==> src/rtl/mwc_pkg.sv <==
`default_nettype none
// +----------------------------------------------------------------------------+
// | mwc_pkg : state and fail-code constants shared by mem_write_checker        |
// | Rev 1.0 : initial release                                                  |
// +----------------------------------------------------------------------------+
package mwc_pkg;

  typedef logic [1:0] state_t;

  localparam state_t ST_IDLE  = 2'd0;
  localparam state_t ST_ARMED = 2'd1;
  localparam state_t ST_PASS  = 2'd2;
  localparam state_t ST_FAIL  = 2'd3;

  localparam logic [1:0] FC_NONE    = 2'd0;
  localparam logic [1:0] FC_UNEXP   = 2'd1;
  localparam logic [1:0] FC_TIMEOUT = 2'd2;
  localparam logic [1:0] FC_CFG     = 2'd3;

  // Keeps single-entry tables from producing zero-width index ports.
  function automatic int idxWidth(input int n);
    return (n > 1) ? $clog2(n) : 1;
  endfunction

endpackage

`default_nettype wire

==> src/rtl/mwc_exp_table.sv <==
`default_nettype none
// +----------------------------------------------------------------------------+
// | mwc_exp_table : expected-write table, one write port, one async read port  |
// | Rev 1.0 : initial release                                                  |
// +----------------------------------------------------------------------------+
module mwc_exp_table
  import mwc_pkg::*;
#(
  parameter int NUM_EXP = 8,
  parameter int ADDR_W  = 32,
  parameter int DATA_W  = 32,
  parameter int IDX_W   = 3,
  parameter int PTR_W   = 4
) (
  input  logic              clk,
  input  logic              wrEn,
  input  logic [IDX_W-1:0]  wrIdx,
  input  logic [ADDR_W-1:0] wrAddr,
  input  logic [DATA_W-1:0] wrData,
  input  logic [PTR_W-1:0]  rdIdx,
  output logic [ADDR_W-1:0] rdAddr,
  output logic [DATA_W-1:0] rdData
);

  logic [ADDR_W-1:0] r_addrMem [NUM_EXP];
  logic [DATA_W-1:0] r_dataMem [NUM_EXP];
  logic              w_wrOk;
  logic              w_rdOk;

  assign w_wrOk = wrEn && (32'(wrIdx) < 32'(NUM_EXP));
  // The pointer runs one past the last entry after a pass; read zero there.
  assign w_rdOk = (32'(rdIdx) < 32'(NUM_EXP));

  always_ff @(posedge clk) begin
    if (w_wrOk) begin
      r_addrMem[wrIdx] <= wrAddr;
      r_dataMem[wrIdx] <= wrData;
    end
  end

  assign rdAddr = w_rdOk ? r_addrMem[rdIdx[IDX_W-1:0]] : '0;
  assign rdData = w_rdOk ? r_dataMem[rdIdx[IDX_W-1:0]] : '0;

endmodule

`default_nettype wire

==> config.mk <==
export PLATFORM = sky130hd
export DESIGN_NAME = mwc_exp_table
export DESIGN_NICKNAME = d
export VERILOG_FILES = /design/src/rtl/mwc_pkg.sv /design/src/rtl/mwc_exp_table.sv
export SDC_FILE = /design/constraint.sdc
export NUM_CORES = 1
export LEC_CHECK = 0
export ABC_AREA = 0
export CORE_MARGIN = 2
export CORE_UTILIZATION = 35
export DETAILED_ROUTE_END_ITERATION = 8
export DONT_BUFFER_PORTS = 1
export PLACE_DENSITY = 0.57
export SLEW_MARGIN = 20
export SYNTH_ARGS = -nofsm -noshare
export SYNTH_HDL_FRONTEND = slang
export SYNTH_SLANG_ARGS = --single-unit
==> constraint.sdc <==
create_clock -name clk -period 9.9 [get_ports clk]
set_clock_uncertainty 0.15 [all_clocks]
set_input_delay 0.99 -clock clk [delete_from_list [all_inputs] [get_ports clk]]
set_output_delay 0.99 -clock clk [all_outputs]
set_load 0.05 [all_outputs]
# ---- Word-level counts from Yosys, hierarchy flattened
# Memory sizes are Yosys's and may differ from the RTL's.
# Cells that the tools add are included.
dict set report word_totals {
  reg_bits 0
  ramBits 512
  in_bits 73
  output_inout_bits 64
  elab_cells 7
  mem_count 2
}
# memory depth word_bits rd rd_clocked_by_memory_dff write_ports line
set mem_list {}
lappend mem_list {r_addrMem 8 32 1 0 1 mwc_exp_table.sv:25} ;# logic [ADDR_W-1:0] r_addrMem [NUM_EXP];
lappend mem_list {r_dataMem 8 32 1 0 1 mwc_exp_table.sv:26} ;# logic [DATA_W-1:0] r_dataMem [NUM_EXP];
dict set report op_classes {
  order_cmp 1
  muxes 4
}
# operator n
set op_table {}
lappend op_table {{$mux 32} 2}
lappend op_table {{$lt 4x4->1 const B} 1}
lappend op_table {{$mux 1} 2}

# ---- Depth between registers and ports, before layout
dict set report depth {
  ltp_word 2
  depth_mapped 5
  mapped_depth_nobuf 3
}

# ---- Least setup slack after synthesis
# No wires, ideal clock.
dict set report synth_path {
  kind {in2reg}
  start {input port wrIdx[1]}
  end {memory r_addrMem[0][0], enable pin}
  setup_time_ns 0.565
  arrival_time_ns 5.519
  required_time_ns 9.185
  setup_slack_ns 3.665
  stages 2
  path_buffers 0
  path_cell_list {nand2b_1 > nor3_1}
}
# item line
set synth_rtl {}
lappend synth_rtl {{from (decl)} mwc_exp_table.sv:17} ;# input logic [IDX_W-1:0] wrIdx,
lappend synth_rtl {{to (decl)} mwc_exp_table.sv:25}
# Straight into the memory's write port.

# ---- Final worst setup path
dict set report layout_path {
  start {input port rdIdx[0]}
  end {output port rdAddr[17]}
}
dict set report layout_between {
  elab_chain_cells 2
  elab_cells_between_ends 3
  classes_between {order compare: 1; mux: 1; memory: 1}
}
# item line
set layout_rtl {}
lappend layout_rtl {{from (decl)} mwc_exp_table.sv:20} ;# input logic [PTR_W-1:0] rdIdx,
lappend layout_rtl {{$mem_v2 8x32 / $lt 4x4->1 (equally long branches)} -}
lappend layout_rtl {{$mux 32 (*)} mwc_exp_table.sv:41} ;# assign rdAddr = w_rdOk ? r_addrMem[rdIdx[IDX_W-1:0]] : '0;
lappend layout_rtl {{to (decl)} mwc_exp_table.sv:21} ;# output logic [ADDR_W-1:0] rdAddr,
# Mark *: on every way between the ends. The rest lies on a longest branch, timed or not.

==> qor.txt <==
Vias in the first global route - 9005
DRT Wirelength - 39800 µm
Busiest layer in global routing - met2
First-pass GRT wire length - 58170 µm
Max Slew Vio Count - 0
Root Buffer - clkbuf_16
Inserted Diodes - 0
Max rail drop VDD - 0.1135 mV
Post-CTS sizing - 0
Gr ovfl total - 0
Fraction of layout cells with a size suffix above 1 - 24.41%
TritonRoute pass-1 iters - 4
PwrDens - 208.2 nW/µm²
Crit-path slowest cell - nor2_1
Buf+Inv Stages, Crit Path - 0
Bufs on Longest Clock Path - 3
Nets - 923
CTS tree - built
H-tree levels - 2
Clock-pin slew on the worst setup and hold paths - 60 ps
IO Pins - 137
Initial antenna violation count - 0
Slowest stage delay, CP - 780 ps
CTS Hold Bufs - 0
Post-route ant nets - 0
Remaining DRCs - 0
FP Rows - 86
Worst Path Arrival - 2310 ps
Met3 Resource Use GR - 5.258%
Top-area cell type share of the netlist area - 78.94%
Worst-Margin Slew - 1058 ps
Routability congestion estimate - 0.6486
Outcome - finished, final reports clean
Critical path's top delay family - simple AND/OR/NAND/NOR gates
DP Wirelength - 19260 µm
Fmax - 290.1 MHz
Max FO, Critical Path - 128
Slew Limit Headroom - 29.17%
Setup TNS - 0 ps
Final hold vios - 0
Starting Density - 35.35%
Total chip power - 4.559 mW
RSZ-0062 raised after global routing - false
Cell Chain, Critical Path - mux4_2, mux2i_1, nor2_1
Min-delay worst type - input pin to flop
Die Y - 239.9 µm
Kind of critical path - input pin to primary output
Most instantiated library cell after synthesis - edfxtp_1
WP depth - 3
Largest net degree at the start of global routing - 129
Synth top cells by count - edfxtp_1, mux4_2, nor2_1
Via count - 8119
Setup bufs post-CTS - 0
Die area - 57550 µm²
Critical Path End Type - primary output
Met1 GRT Util - 17.77%
P_leak - 6.850 nW
Register area share after synthesis - 78.94%
Port Buffers - 0
TritonCTS buffer count - 52
Met2 GRT Util - 22.69%
All-layer global routing usage - 13.98%
Worst Path Required - 8760 ps
Die width - 239.9 µm
WL/cell - 24.31 µm
FF+latch count, synth - 512
Clock sinks - 512
Final core utilization - 39.75%
Vias per cell - 4.960
Synth Warn # - 0
Predominant post-synthesis flop cell - edfxtp_1
Synth area leaders - edfxtp_1, mux4_2, mux2i_1
Leading area contributor after synthesis - edfxtp_1
Initial DRC count - 421
Ys async rst share - 0%
Hold Crit Depth - 0
# setup viols final - 0
Avg Inst Size Synth - 23.66 µm²
CP Launch Type - input pin
Number of flops mapped to enable cells by yosys - 512
Syn nets - 896
Area growth syn-to-layout - 12.44%
Cell area after synthesis - 19480 µm²
Post-synthesis cell count - 823
Cell variety after synth - 12
Max-cap violations - 0
Core area - 55090 µm²
Final worst path period need - 3447 ps
Period Utilization, post-route - 34.81%
-- cells in the final DEF, fill, tap and decap left out, drive strengths merged --
| cell | synthesis | final |
|---|---|---|
| edfxtp | 512 | 512 |
| mux4 | 128 | 128 |
| nor2 | 70 | 70 |
| clkbuf | 8 | 67 |
| mux2i | 64 | 64 |
| clkinv | 0 | 20 |
| buf | 34 | 15 |
| bufinv | 0 | 4 |
| nand2b | 3 | 3 |
| nand2 | 2 | 2 |
| nor3 | 2 | 2 |
| clkinvlp | 0 | 2 |
-- power breakdown --
| part | internal, mW | leakage (nW) | switching, mW |
|---|---|---|---|
| clock network | 1.08 | 0.774 | 0.778 |
| logic | 0.0859 | 1.42 | 0.141 |
| registers | 2.46 | 4.65 | 0.0134 |
| total | 3.63 | 6.85 | 0.933 |
-- worst paths after layout --
check | startpoint | endpoint | slack (ps)
worst max-delay path | rdIdx[0] | rdAddr[17] | 6450
worst min-delay path | wrAddr[14] | r_addrMem[5][14]$_DFFE_PP_ | 350
-- per-stage QoR --
step / worst slack (ps) / instances / area [µm²] / hold WS (ps)
finish: 6453 / 1637 / 21900 / 351.2
global route: 6410 / 1637 / 21900 / 309.8
CTS: 6483 / 1637 / 21900 / 307.6
detailed placement: 6471 / 1544 / 20300 / 939.1
global placement: 6497 / 1544 / 20300 / 939.2
floorplan: 3665 / 823 / 19480 / 938.9
-- final cells by class --
class                   count  area, µm²
fillers                  4937      33190
flip-flops and latches    512      15370
multi-input cells         269       3877
clock buffers              67       1379
well taps                 748      935.9
clock inverters            26      219.0
repair buffers             15      112.6
-- state kept, by name, indices dropped and copies added, names as in the netlist --
| name | cells |
|---|---|
| r_addrMem | 256 |
| r_dataMem | 256 |
-- cell families after synthesis --
group                  after synthesis  share of synthesized area [%]
AND/OR/NAND/NOR                     77                          1.535
multiplexers                       192                          18.09
buffers and inverters               42                          1.433
flip-flops                         512                          78.94
-- layer usage --
layer	vias to the layer above	wire length (µm)
met2	187	19100
met5	-	0
met3	60	3168
li1	3506	-
met4	0	671
met1	4366	16860
No activity file was read; power rests on OpenSTA's default activity.
